## src/rtl/rv_pkg.sv

```systemverilog
`default_nettype none
// ============================================================================
//  Module   : rv_pkg
//  Purpose  : Shared types and sizing constants for the register-file
//             write-side slice (data width, register count, source encoding).
//  Ports    : none (package)
//  Revision : 1.0  initial release
// ============================================================================
package rv_pkg;

    localparam int XLEN  = 32;
    localparam int NREG  = 32;
    localparam int CNT_W = 16;

    typedef logic [4:0] reg_idx_t;

    localparam reg_idx_t REG_X0 = 5'd0;

    // Identifies which execution unit owns a writeback slot.
    typedef enum logic {
        WB_ALU = 1'b0,
        WB_LSU = 1'b1
    } wb_src_e;

endpackage : rv_pkg
`default_nettype wire

```

## src/rtl/wb_rr_arbiter.sv

```systemverilog
`default_nettype none
// ============================================================================
//  Module   : wb_rr_arbiter
//  Purpose  : Two-requester round-robin arbiter for the single register-file
//             write port. The requester that did not win last time wins a tie.
//  Ports    : clk        rising-edge clock
//             reset      asynchronous, active-low
//             req_alu_i  ALU result pending
//             req_lsu_i  LSU result pending
//             gnt_alu_o  ALU granted this cycle (combinational)
//             gnt_lsu_o  LSU granted this cycle (combinational)
//  Revision : 1.0  initial release
// ============================================================================
module wb_rr_arbiter
    import rv_pkg::*;
(
    input  logic clk,
    input  logic reset,
    input  logic req_alu_i,
    input  logic req_lsu_i,
    output logic gnt_alu_o,
    output logic gnt_lsu_o
);

    wb_src_e rr_last_q;

    // Grants are masked while reset is asserted so an in-flight result is
    // not consumed by a cycle that the write register will discard.
    always_comb begin
        gnt_lsu_o = reset & req_lsu_i & (~req_alu_i | (rr_last_q == WB_ALU));
        gnt_alu_o = reset & req_alu_i & ~gnt_lsu_o;
    end

    always_ff @(posedge clk or negedge reset) begin
        if (!reset) begin
            rr_last_q <= WB_ALU;   // LSU wins the first tie after reset
        end else if (gnt_lsu_o) begin
            rr_last_q <= WB_LSU;
        end else if (gnt_alu_o) begin
            rr_last_q <= WB_ALU;
        end
    end

endmodule : wb_rr_arbiter
`default_nettype wire

```

## src/rtl/regfile_wb_ctrl.sv

```systemverilog
`default_nettype none
// ============================================================================
//  Module   : regfile_wb_ctrl
//  Purpose  : Write-side controller for the 32x32 register file. Arbitrates
//             ALU and LSU results onto one registered write port, keeps a
//             per-register busy scoreboard and stalls issue on RAW/WAW hazards.
//  Ports    : clk, reset (async, active-low)
//             alu_valid/alu_rd/alu_data -> alu_ready   ALU result handshake
//             lsu_valid/lsu_rd/lsu_data -> lsu_ready   load result handshake
//             issue_valid/rs1/rs2/rd/rd_we -> issue_stall  decode hazard check
//             RegWrite/Write_Reg_Num/WriteData          registered write port
//             wb_count                                  retired-write counter
//  Revision : 1.0  initial release
// ============================================================================
module regfile_wb_ctrl
    import rv_pkg::*;
#(
    parameter int XLEN  = rv_pkg::XLEN,
    parameter int NREG  = rv_pkg::NREG,
    parameter int CNT_W = rv_pkg::CNT_W
) (
    input  logic             clk,
    input  logic             reset,
    input  logic             alu_valid,
    input  logic [4:0]       alu_rd,
    input  logic [XLEN-1:0]  alu_data,
    output logic             alu_ready,
    input  logic             lsu_valid,
    input  logic [4:0]       lsu_rd,
    input  logic [XLEN-1:0]  lsu_data,
    output logic             lsu_ready,
    input  logic             issue_valid,
    input  logic [4:0]       issue_rs1,
    input  logic [4:0]       issue_rs2,
    input  logic [4:0]       issue_rd,
    input  logic             issue_rd_we,
    output logic             issue_stall,
    output logic             RegWrite,
    output logic [4:0]       Write_Reg_Num,
    output logic [XLEN-1:0]  WriteData,
    output logic [CNT_W-1:0] wb_count
);

    logic             gnt_alu;
    logic             gnt_lsu;
    logic             wr_en_d;
    reg_idx_t         wr_rd_d;
    logic [XLEN-1:0]  wr_data_d;
    logic             issue_fire;
    logic [NREG-1:0]  busy_d;
    logic [NREG-1:0]  busy_q;

    logic             regwrite_q;
    reg_idx_t         wr_rd_q;
    logic [XLEN-1:0]  wr_data_q;
    logic [CNT_W-1:0] wb_count_q;

    wb_rr_arbiter u_arb (
        .clk       (clk),
        .reset     (reset),
        .req_alu_i (alu_valid),
        .req_lsu_i (lsu_valid),
        .gnt_alu_o (gnt_alu),
        .gnt_lsu_o (gnt_lsu)
    );

    assign alu_ready = gnt_alu;
    assign lsu_ready = gnt_lsu;

    // Results to x0 are consumed but never reach the write port.
    always_comb begin
        wr_rd_d   = gnt_lsu ? lsu_rd   : alu_rd;
        wr_data_d = gnt_lsu ? lsu_data : alu_data;
        wr_en_d   = (gnt_alu | gnt_lsu) & (wr_rd_d != REG_X0);
    end

    // Stall looks only at registered busy bits: a result being written this
    // cycle still blocks its consumers until the following cycle.
    always_comb begin
        issue_stall = issue_valid & (busy_q[issue_rs1] | busy_q[issue_rs2] |
                                     (issue_rd_we & busy_q[issue_rd]));
        issue_fire  = issue_valid & ~issue_stall & issue_rd_we & (issue_rd != REG_X0);
    end

    // Set is applied after clear so a new producer issued on the writeback
    // edge of the old one keeps the register marked outstanding.
    always_comb begin
        busy_d = busy_q;
        if (regwrite_q) begin
            busy_d[wr_rd_q] = 1'b0;
        end
        if (issue_fire) begin
            busy_d[issue_rd] = 1'b1;
        end
    end

    always_ff @(posedge clk or negedge reset) begin
        if (!reset) begin
            regwrite_q <= 1'b0;
            wr_rd_q    <= REG_X0;
            wr_data_q  <= '0;
            wb_count_q <= '0;
            busy_q     <= '0;
        end else begin
            regwrite_q <= wr_en_d;
            busy_q     <= busy_d;
            if (wr_en_d) begin
                wr_rd_q    <= wr_rd_d;
                wr_data_q  <= wr_data_d;
                // Counted with the pulse so wb_count already includes it.
                wb_count_q <= wb_count_q + {{(CNT_W-1){1'b0}}, 1'b1};
            end
        end
    end

    assign RegWrite      = regwrite_q;
    assign Write_Reg_Num = wr_rd_q;
    assign WriteData     = wr_data_q;
    assign wb_count      = wb_count_q;

endmodule : regfile_wb_ctrl
`default_nettype wire

```

## config.mk

```make
export PLATFORM = sky130hd
export DESIGN_NAME = regfile_wb_ctrl
export DESIGN_NICKNAME = d
export VERILOG_FILES = /design/src/rtl/rv_pkg.sv /design/src/rtl/wb_rr_arbiter.sv /design/src/rtl/regfile_wb_ctrl.sv
export SDC_FILE = /design/constraint.sdc
export NUM_CORES = 1
export LEC_CHECK = 0
export BUFFER_PORTS_ARGS = -buffer_cell sky130_fd_sc_hd__buf_4
export CORE_ASPECT_RATIO = 0.6
export CORE_UTILIZATION = 35
export DETAILED_ROUTE_END_ITERATION = 8
export MAX_ROUTING_LAYER = met4
export REMOVE_ABC_BUFFERS = 1
export SYNTH_ARGS = -nofsm -noshare
export SYNTH_HDL_FRONTEND = slang
export SYNTH_SLANG_ARGS = --single-unit
```

## constraint.sdc

```tcl
create_clock -name clk -period 6.8 [get_ports clk]
set_clock_uncertainty 0.1 [all_clocks]
set_input_delay 1.36 -clock clk [delete_from_list [all_inputs] [get_ports clk]]
set_output_delay 1.36 -clock clk [all_outputs]
set_load 0.01 [all_outputs]
```

=== Word level (Yosys, flattened, before mapping) ===
Cells that the tools add are included.

* Multiplexer cells: 16
* Magnitude comparators: 6
* Bitwise gates (word level): 21
* $add $sub $neg: 1
* Reductions and logical operators: 5

{| class="wikitable"
|+ Operators with widths
! operator !! count
|-
| two-way mux 32 bit || 3
|-
| AND 32 bit || 1
|-
| NOT 32 bit || 1
|-
| OR 32 bit || 1
|-
| less-than comparator 5 x 6 -> 1 bit, second input constant || 4
|-
| adder 16 x 1 -> 16 bit, second input constant || 1
|-
| binary-select mux 1 bit (select 5 bit) || 3
|-
| AND 1 bit || 10
|-
| demux 1 bit (select 5 bit) || 2
|-
| >= comparator 5 x 1 -> 1 bit, second input constant || 2
|-
| nonzero test 5 bit || 2
|-
| two-way mux 1 bit || 7
|-
| two-way mux 5 bit || 1
|-
| NOT 1 bit || 4
|-
| OR 1 bit || 4
|-
| logical AND 1 bit || 2
|-
| nonzero test 2 bit || 1
|}

* Word-level logic and storage cells: 55
* Input port bits: 95
* Register bits after elaboration: 87

=== Longest topological paths before layout ===
Gate-level depths: netlist of the first run.

* Depth in word-level cells: 10
* Mapped depth: 8

=== Modules after synthesis ===
Synthesis of the first run repeated with hierarchy kept, for this count alone.

* Cell total of the unflattened synthesis: 527
* Area, all modules: 5,003.5 um2

{| class="wikitable"
|+ Modules (own cells, without submodules)
! module !! cells each !! times used !! area each (um2) !! seq. area each (um2)
|-
| regfile_wb_ctrl || 519 || 1 || 4,942.2 || 2,152.1
|-
| wb_rr_arbiter || 8 || 1 || 61.3 || 25.0
|}

=== Least setup slack after synthesis of the first run ===
OpenSTA, ideal clock, no wires.

* Kind: input -> output
* Start: input issue_rd[0]
* End: output issue_stall
* Data required time: 5,340 ps
* Data arrival time: 3,022 ps
* Buffers on the path: 1
* Path slack: 2,318 ps
* Stages: 6
* Cells stage by stage: clkbuf_1 > mux4_2 > a222oi_1 > o21a_1 > o211ai_1 > and2_1

* Word-level cells in the longest chain between the ends: 5

{| class="wikitable"
|+ RTL lines
! item !! line !! RTL
|-
| from (decl) || regfile_wb_ctrl.sv:35 || <nowiki>input logic [4:0] issue_rd,</nowiki>
|-
| binary-select mux 1 bit (select 5 bit) || regfile_wb_ctrl.sv:81 || <nowiki>(issue_rd_we & busy_q[issue_rd]));</nowiki>
|-
| two-way mux 1 bit (implied by the code) || regfile_wb_ctrl.sv:81 ||
|-
| AND 1 bit || regfile_wb_ctrl.sv:81 ||
|-
| OR 1 bit || regfile_wb_ctrl.sv:80 || <nowiki>issue_stall = issue_valid & (busy_q[issue_rs1] | busy_q[issue_rs2] |</nowiki>
|-
| AND 1 bit || regfile_wb_ctrl.sv:80 ||
|-
| to (decl) || regfile_wb_ctrl.sv:37 || <nowiki>output logic issue_stall,</nowiki>
|}

Every way passes these cells. The select of a mux whose other input is x is not followed.

=== Final worst setup path of the first run ===
* Start: input issue_rs2[1]
* End: output issue_stall

* Word-level cells in the longest chain between the ends: 5

{| class="wikitable"
|+ RTL lines
! item !! line !! RTL
|-
| from (decl) || regfile_wb_ctrl.sv:34 || <nowiki>input logic [4:0] issue_rs2,</nowiki>
|-
| binary-select mux 1 bit (select 5 bit) || regfile_wb_ctrl.sv:80 ||
|-
| two-way mux 1 bit (implied by the code) || regfile_wb_ctrl.sv:80 ||
|-
| OR 1 bit (2 in a row) || regfile_wb_ctrl.sv:80 ||
|-
| AND 1 bit || regfile_wb_ctrl.sv:80 ||
|}

Every way passes these cells. The select of a mux whose other input is x is not followed.

==> flow_summary_export.csv, run 1 <==
group,metric,value,unit
pwr,ir_drop,179.2,uV
drt,viasPerCell,5.528,
cts,cts.path.max_buffers,2,
hold_path,hold_class,"flip-flop to flip-flop",
pwr,seq_power_share,46.1,%
synth,async_flop_share,100.0,%
drt,vias,4478,
sta,worstMarginPinSlew,1.015,ns
layout,mostFrequentLayoutCells,"155 x buf_4, 87 x dfrtp_1, 78 x nand2_1",
floorplan,dieWidth,151.7,um
drt,dr.pass1.iters,5,
cts,cts_resized,0,
sta,rsz0062_at_grt,"no",
floorplan,die-area,13920,um^2
drt,drcViolationCount,0,
setup_path,critPathKind,"primary input to output port",
cts,postCtsSetupRepairBufs,0,
floorplan,start_util,36.26,%
sta,period_share,70.12,%
sta,finalCriticalPeriod,4.768,ns
place,routabilityCongestion,0.9627,
global_route,grt_use_total,24.41,%
layout,num_antenna_cells,0,
floorplan,io_pins,152,
sta,holdWs,0.3971,ns
synth,ys.flop_type,"dfrtp_1",
layout,stdcell_area,6275,um^2
cts,postCtsHoldBufs,0,
floorplan,core.rowCount,32,
pwr,internal-power,1.196,mW
pwr,power_switching,0.7201,mW
drt,ant_nets,0,
global_route,gr-total-overflow,0,
setup_path,end_kind,"output port",
cts,cts_tree,"yes",
setup_path,cp_data_required_time,5.34,ns
floorplan,die_h,91.79,um
layout,utilization,48.37,%
synth,yosys_warnings,0,
cts,cts_htree_levels,3,
sta,finalHoldViolCount,0,
sta,relSlewSlack,32.24,%
cts,clkSlewWorstSetupHoldPaths,0.07,ns
place,dp_hpwl,11980,um
setup_path,crit_arrival,3.31,ns
place,io_buffers,151,
drt,drt_iter0_drc,422,
layout,area_growth,33.41,%
synth,syn-cell-area,4703,um^2
cts,root_buffer,"clkbuf_16",
layout,drive_gt1_share,30.16,%
place,place_ws,2.024,ns
drt,wl_per_cell,19.48,um
layout,regArea,2177,um^2
setup_path,critPathMostFrequentCell,"buf_4",
layout,multi_input_area,2397,um^2
pwr,p_per_area,305.4,nW/um^2
synth,post_synth_num_cell_types,48,
layout,layout.nets,731,
setup_path,worstPathMaxFanout,13,
global_route,grt_pass1_wl,24780,um
floorplan,core-area,12970,um^2
synth,syn_avg_cell_area,9.521,um^2
cts,clk_latency,0.34,ns
synth,syn_inst,494,
drt,drt-total-wl,15780,um
status,outcome,"finished clean",
pwr,clkPwrFrac,25.3,%
cts,cts_buffers,9,
sta,drv_slew,0,
synth,synth_edf_count,0,
pwr,p_comb_share,28.6,%
sta,layout_setup_ws,2.032,ns
global_route,grt_pass1_vias,4322,
setup_path,startpoint_type,"primary input",
layout,fill_cells,1251,
sta,fmax,0.2097,GHz
synth,seq_area_frac_synth,46.29,%
global_route,antenna_found_initial,0,
pwr,swShare,37.58,%
cts,cts_sinks,87,
setup_path,crit_chain,"buf_4, mux4_2, mux2i_1, o22ai_1, a311oi_4, o211ai_1, and2_1, buf_4",
synth,ys_seq_elements,87,
layout,final_common_cell,"buf_4",
setup_path,critPathMaxStageDelay,0.53,ns
pwr,power.leakage,2.862,nW
global_route,grt_max_degree,56,
run,maxCapViolCount,0,
setup_path,cpMaxStageDelayCell,"mux4_2",
pwr,fin_total_pwr,1.916,mW
sta,finalSetupViolCount,0,
place,placed_area,5988,um^2
flip-flops by register name, indices dropped and copies added, names as in the netlist:
signal           count
RegWrite             1
WriteData           32
Write_Reg_Num        5
busy_q              32
u_arb.rr_last_q      1
wb_count            16
cells in the mapped netlist, types with 2 or more instances:
cell type / number / area (um^2)
nand3b_1: 6 / 45.04
and2_1: 4 / 25.02
nand2_1: 78 / 292.8
a311oi_1: 3 / 26.28
or3b_2: 2 / 17.52
nand3_1: 13 / 65.06
and3_1: 6 / 37.54
nor4_1: 3 / 18.77
inv_1: 10 / 37.54
or3_1: 3 / 18.77
nor2_1: 45 / 168.9
nand4_1: 3 / 18.77
dfrtp_1: 87 / 2177
and4_1: 3 / 26.28
o21a_1: 2 / 15.01
o22ai_1: 5 / 31.28
o21ai_1: 25 / 125.1
a31oi_1: 32 / 200.2
mux2i_1: 36 / 360.4
nor2b_1: 4 / 25.02
mux4_2: 9 / 202.7
o221ai_1: 2 / 17.52
a22o_1: 3 / 26.28
nand2b_1: 2 / 12.51
nand4_2: 4 / 50.05
xnor2_1: 13 / 113.9
buf_2: 3 / 15.01
nor3_1: 4 / 20.02
o21ai_0: 38 / 190.2
xor2_1: 2 / 17.52
a22oi_1: 2 / 15.01
clkbuf_1: 19 / 71.32
mux2_2: 3 / 33.78
a21oi_1: 6 / 30.03
per-stage QoR:
stage | TNS (ns) | std cells
3_3_place_gp | 0 | 794
3_5_place_dp | 0 | 794
4_1_cts | 0 | 810
6_report | 0 | 810
5_1_grt | 0 | 810
2_1_floorplan | -40.90 | 469
routing by layer:
metal,part of all wire [%],track usage [%]
met3,11,7.214
met2,39,29.81
met1,49,38.54
met4,0.68,4.620
met5,0,-
critical path: cells and delay by family:
kind | cells | cell delay [ns]
AO/OA/AOI/OAI | 3 | 0.67
multiplexers | 2 | 0.72
buffers and inverters | 2 | 0.36
AND/OR/NAND/NOR | 1 | 0.18
logic make-up after synthesis:
family / after synthesis / share of synthesized area, %
adders and majority gates: 1 / 0.2660
AOI/OAI and AO/OA: 124 / 15.91
buffers and inverters: 35 / 3.113
muxes: 49 / 12.93
and+or+nand+nor: 183 / 18.70
xor gates and xnor gates: 15 / 2.793
DFF: 87 / 46.29
layout make-up:
cell class | count | share of cell area (%)
Clock buffer | 9 | 3.589
Inverter | 10 | 0.5982
Sequential cell | 87 | 34.70
Timing Repair Buffer | 155 | 18.54
Multi-Input combinational cell | 372 | 38.21
Tap cell | 170 | 3.390
Clock inverter | 7 | 0.9771
power by group through the flow:
stage / clock (mW) / combinational, mW / sequential, mW
2_1_floorplan: 0 / 0.307 / 0.789
5_1_grt: 0.517 / 0.607 / 0.893
3_3_place_gp: 0 / 0.535 / 0.882
3_5_place_dp: 0 / 0.546 / 0.874
4_1_cts: 0.491 / 0.549 / 0.866
6_report: 0.484 / 0.549 / 0.884
final timing paths:
path | startpoint | endpoint | slack (ns) | depth (start not counted)
min in group asynchronous | reset | WriteData[26] | 0.88 | 1
setup reg to reg | u_arb.rr_last_q | WriteData[19] | 4.04 | 8
setup / recovery | issue_rs2[1] | issue_stall | 2.03 | 8
max in group asynchronous | reset | RegWrite | 4.65 | 2
hold reg to reg | wb_count[15] | wb_count[15] | 0.40 | 1
hold / removal | wb_count[15] | wb_count[15] | 0.40 | 1
Note: power is estimated with default switching activity, not from simulation.
==> run 2: changes to the inputs <==
==> constraint.sdc (replaced) <==
create_clock -name clk -period 4.74 [get_ports clk]
set_clock_uncertainty 0.1 [all_clocks]
set_input_delay 0.948 -clock clk [delete_from_list [all_inputs] [get_ports clk]]
set_output_delay 0.948 -clock clk [all_outputs]
set_load 0.01 [all_outputs]
==> run 2 against run 1 <==
  * Critical path depth stayed put
  * Cell count is 0.25% higher
  * Total power is 42% higher
  * Register-to-register slack lost 1.9 ns
  * Critical endpoint unchanged
  * Largest cell class unchanged
  * Largest power group unchanged
  * Highest routed layer unchanged
==> flow_summary_export.csv, run 2 (synthesis gave the netlist of run 1 again) <==
group,metric,value,unit
cts,cts_buffers,9,
cts,clkSlewWorstSetupHoldPaths,0.07,ns
floorplan,core.rowCount,32,
sta,final.setup.tns,0,ns
cts,root_buffer,"clkbuf_16",
pwr,internal-power,1.718,mW
sta,worstMarginPinSlew,0.6240,ns
floorplan,die_h,91.79,um
pwr,p_per_area,432.8,nW/um^2
sta,drv_slew,0,
layout,final_common_cell,"buf_4",
sta,finalSetupViolCount,0,
sta,finalHoldViolCount,0,
setup_path,critPathMostFrequentCell,"buf_4",
cts,cts.path.max_buffers,2,
layout,layout.nets,733,
place,routabilityCongestion,0.9713,
hold_path,hold_class,"primary input to asynchronous set/reset pin",
sta,rsz0062_at_grt,"no",
cts,cts_htree_levels,3,
status,outcome,"finished clean",
setup_path,critPathKind,"primary input to output port",
pwr,swShare,36.92,%
pwr,p_comb_share,28.8,%
cts,postCtsHoldBufs,0,
layout,mostFrequentLayoutCells,"157 x buf_4, 87 x dfrtp_1, 78 x nand2_1",
layout,drive_gt1_share,30.37,%
sta,relSlewSlack,58.29,%
layout,final_cells,812,
place,io_buffers,151,
drt,viasPerCell,5.554,
global_route,gr-max-usage-layer,"met1",
floorplan,core-area,12970,um^2
sta,holdWs,0.3530,ns
setup_path,worstPathMaxFanout,12,
drt,drt_iter0_drc,364,
sta,period_share,83.16,%
floorplan,dieWidth,151.7,um
cts,postCtsSetupRepairBufs,0,
setup_path,end_kind,"output port",
drt,drcViolationCount,0,
pwr,power_switching,1.005,mW
layout,stdcell_area,6292,um^2
global_route,grt_pass1_vias,4402,
global_route,grt_pass1_wl,23920,um
pwr,power.leakage,2.874,nW
global_route,grt_use_total,23.48,%
setup_path,startpoint_type,"primary input",
cts,cts_sinks,87,
setup_path,cp_top_family,"simple AND/OR/NAND/NOR gates",
floorplan,io_pins,152,
pwr,fin_total_pwr,2.723,mW
cts,clk_latency,0.34,ns
global_route,met1_usage,36.01,%
setup_path,path_buf_inv,2,
global_route,grt_use_met3,5.373,%
floorplan,start_util,36.26,%
sta,layout_setup_ws,0.7983,ns
cts,cts_resized,0,
sta,fmax,0.2537,GHz
global_route,grt_max_degree,51,
place,placed_area,6003,um^2
layout,num_antenna_cells,0,
place,dpl.cell_count,796,
global_route,antenna_found_initial,0,
drt,drt-total-wl,15240,um
floorplan,die-area,13920,um^2
drt,dr.pass1.iters,5,
place,place_ws,0.8036,ns
drt,wl_per_cell,18.77,um
setup_path,cp_data_required_time,3.69,ns
setup_path,critPathMaxStageDelay,0.53,ns
setup_path,cpMaxStageDelayCell,"mux4_2",
run,maxCapViolCount,0,
pwr,seq_power_share,46.0,%
pwr,ir_drop,215.5,uV
drt,ant_nets,0,
setup_path,crit_arrival,2.89,ns
cts,cts_tree,"yes",
global_route,gr-total-overflow,0,
pwr,clkPwrFrac,25.3,%
global_route,use_met2,30.95,%
layout,utilization,48.50,%
setup_path,crit_chain,"buf_4, mux4_2, mux2i_1, nor3_1, nor4_4, o211ai_1, and2_1, buf_4",
layout,area_growth,33.79,%
place,dp_hpwl,11630,um
sta,finalCriticalPeriod,3.942,ns
drt,vias,4510,
[run 2: changes by cell type in the layout (fill, tap and decap cells not counted)]
cell,before,now
inv_8,2,3
buf_4,155,157
inv_6,3,2
[run 2: cell type report]
| class | instances | area [um^2] |
|---|---|---|
| flip-flops and latches | 87 | 2177 |
| well taps | 170 | 212.7 |
| clock buffers | 9 | 225.2 |
| multi-input cells | 372 | 2397 |
| clock inverters | 7 | 63.81 |
| repair buffers | 157 | 1179 |
| inverters | 10 | 37.54 |
| fillers | 1237 | 6680 |
[run 2: power by group through the flow]
stage,Clock (mW),Sequential [mW],Combinational [mW]
after floorplan,0,1.13,0.440
after global placement,0,1.25,0.762
after detailed placement,0,1.24,0.783
after CTS,0.705,1.23,0.785
after global routing,0.737,1.27,0.869
final,0.688,1.25,0.784
[run 2: layer usage]
layer  part of all wire, %  routed length [um]
met5                     0                   0
met4                  0.83                 126
met3                    10                1533
met2                    40                6058
met1                    49                7519
[run 2: path summary, 6_finish.rpt]
path                              start       endpoint  slack, ns  cells past startpoint
max                        issue_rs1[2]    issue_stall       0.80                      8
min                               reset     busy_q[15]       0.35                      1
max reg2reg                   busy_q[6]      busy_q[1]       2.17                      6
min reg2reg                 wb_count[8]    wb_count[8]       0.40                      1
max in group asynchronous         reset  WriteData[19]       2.87                      3
min in group clk            wb_count[8]    wb_count[8]       0.40                      1
[run 2: worst register-to-register path, cell delays in order, from the launching register on]
cell	delay, ns
dfrtp_1	0.48
mux2_1	0.33
o311ai_1	0.23
a311oi_1	0.11
nor4_4	0.53
nand4_2	0.40
o21ai_1	0.29
==> run 3: changes to the inputs <==
==> constraint.sdc (replaced) <==
create_clock -name clk -period 3.8 [get_ports clk]
set_clock_uncertainty 0.1 [all_clocks]
set_input_delay 0.76 -clock clk [delete_from_list [all_inputs] [get_ports clk]]
set_output_delay 0.76 -clock clk [all_outputs]
set_load 0.01 [all_outputs]
==> run 3 against run 2 <==
  * Die area unchanged
  * Cell count stayed put
  * Worst setup slack worse by 0.55 ns
  * Wire length shrank 0.29%
  * Global-route usage down 0.52 points
  * Critical path depth unchanged
  * Clock power increased by 20%
  * Clock-buffer cell count up 2
  * Worst hold slack lost 0.22 ns
  * Non-clock buffer count unchanged
==> flow_summary_export.csv, run 3 (synthesis gave the netlist of run 1 again) <==
group,metric,value,unit
run,maxCapViolCount,0,
drt,drt-total-wl,15190,um
pwr,internal-power,2.139,mW
sta,period_share,93.42,%
drt,viasPerCell,5.531,
drt,dr.pass1.iters,5,
pwr,power.leakage,2.868,nW
drt,ant_nets,0,
setup_path,crit_arrival,2.69,ns
pwr,power_switching,1.231,mW
global_route,gr-total-overflow,0,
layout,num_antenna_cells,0,
pwr,seq_power_share,46.5,%
global_route,grt_pass1_vias,4236,
cts,cts.path.max_buffers,2,
cts,cts_tree,"yes",
global_route,grt_use_total,22.96,%
cts,root_buffer,"clkbuf_16",
floorplan,start_util,36.26,%
pwr,p_per_area,535.8,nW/um^2
drt,vias,4491,
status,outcome,"finished clean",
drt,drt_iter0_drc,492,
pwr,swShare,36.54,%
setup_path,end_kind,"output port",
layout,final_common_cell,"buf_4",
floorplan,core-area,12970,um^2
place,dp_hpwl,11420,um
sta,finalHoldViolCount,0,
sta,holdWs,0.1376,ns
floorplan,io_pins,152,
layout,area_growth,33.73,%
setup_path,critPathMaxStageDelay,0.52,ns
pwr,fin_total_pwr,3.370,mW
layout,fill_cells,1227,
cts,postCtsSetupRepairBufs,0,
drt,wl_per_cell,18.71,um
sta,fmax,0.2817,GHz
floorplan,core.rowCount,32,
drt,drcViolationCount,0,
pwr,p_comb_share,29.0,%
sta,worstMarginPinSlew,1.006,ns
sta,rsz0062_at_grt,"no",
setup_path,critPathMostFrequentCell,"buf_4",
global_route,antenna_found_initial,0,
layout,layout.nets,733,
setup_path,worstPathMaxFanout,13,
setup_path,cpMaxStageDelayCell,"mux4_2",
cts,clkSlewWorstSetupHoldPaths,0.07,ns
floorplan,die_h,91.79,um
pwr,clkPwrFrac,24.5,%
hold_path,hold_class,"primary input to asynchronous set/reset pin",
global_route,grt_max_degree,81,
setup_path,startpoint_type,"primary input",
sta,drv_slew,0,
setup_path,critPathKind,"primary input to output port",
setup_path,crit_chain,"buf_4, mux4_2, mux2i_1, o22ai_1, a311oi_4, o211ai_1, and2_1, buf_4",
cts,cts_buffers,9,
cts,cts_htree_levels,3,
cts,cts_resized,0,
layout,drive_gt1_share,30.06,%
sta,relSlewSlack,32.96,%
global_route,grt_pass1_wl,23490,um
place,routabilityCongestion,0.9426,
cts,postCtsHoldBufs,0,
floorplan,dieWidth,151.7,um
cts,cts_sinks,87,
sta,finalSetupViolCount,0,
pwr,ir_drop,234.0,uV
layout,mostFrequentLayoutCells,"156 x buf_4, 87 x dfrtp_1, 78 x nand2_1",
place,io_buffers,151,
sta,finalCriticalPeriod,3.550,ns
floorplan,die-area,13920,um^2
setup_path,cp_data_required_time,2.94,ns
cts,clk_latency,0.34,ns
-- run 3: per-stage QoR --
step	instances	util [%]	area, um^2	setup slack, ns	setup TNS [ns]
3_3_place_gp	796	46.37	6016	0.3345	0
6_report	812	48.49	6290	0.2499	0
3_5_place_dp	796	46.37	6016	0.2892	0
5_1_grt	812	48.49	6290	0.1385	0
4_1_cts	812	48.49	6290	0.2705	0
2_1_floorplan	469	-	4594	-3.627	-170.50
-- run 3: final cells by class --
type | instances | area (um^2) | area share (%)
Clock buffer | 11 | 232.7 | 3.700
Sequential cell | 87 | 2177 | 34.61
Tap cell | 170 | 212.7 | 3.382
Timing Repair Buffer | 157 | 1191 | 18.94
Multi-Input combinational cell | 372 | 2397 | 38.11
Clock inverter | 5 | 41.29 | 0.6565
Inverter | 10 | 37.54 | 0.5968
-- run 3: final timing paths --
path / from / endpoint / slack [ns] / depth (start not counted)
max: issue_rs2[1] / issue_stall / 0.25 / 8
min: reset / u_arb.rr_last_q / 0.14 / 1
max reg2reg: busy_q[24] / busy_q[18] / 1.29 / 7
min reg2reg: wb_count[8] / wb_count[8] / 0.39 / 1
max in group asynchronous: reset / WriteData[26] / 2.25 / 2
min in group clk: wb_count[8] / wb_count[8] / 0.39 / 1
-- run 3: power by group through the flow --
stage	Sequential (mW)	Clock [mW]	Combinational, mW
after floorplan	1.41	0	0.549
after CTS	1.54	0.845	0.978
final	1.57	0.826	0.977
after global routing	1.59	0.884	1.08
after detailed placement	1.56	0	0.974
after global placement	1.56	0	0.959
-- run 3: per-layer routing --
layer  global-route usage, %  vias up  share of wire, %
met5                       -        -                 0
met1                   35.86     2168                49
li1                        -     2070                 -
met2                   28.64      239                40
met3                   6.219       14                10
met4                   4.950        0              0.91
-- run 3: worst max-delay path: cells and delay by family --
family | cells | cell delay [ns]
muxes | 2 | 0.69
AOI/OAI and AO/OA | 3 | 0.69
buffers and inverters | 2 | 0.36
and+or+nand+nor | 1 | 0.19
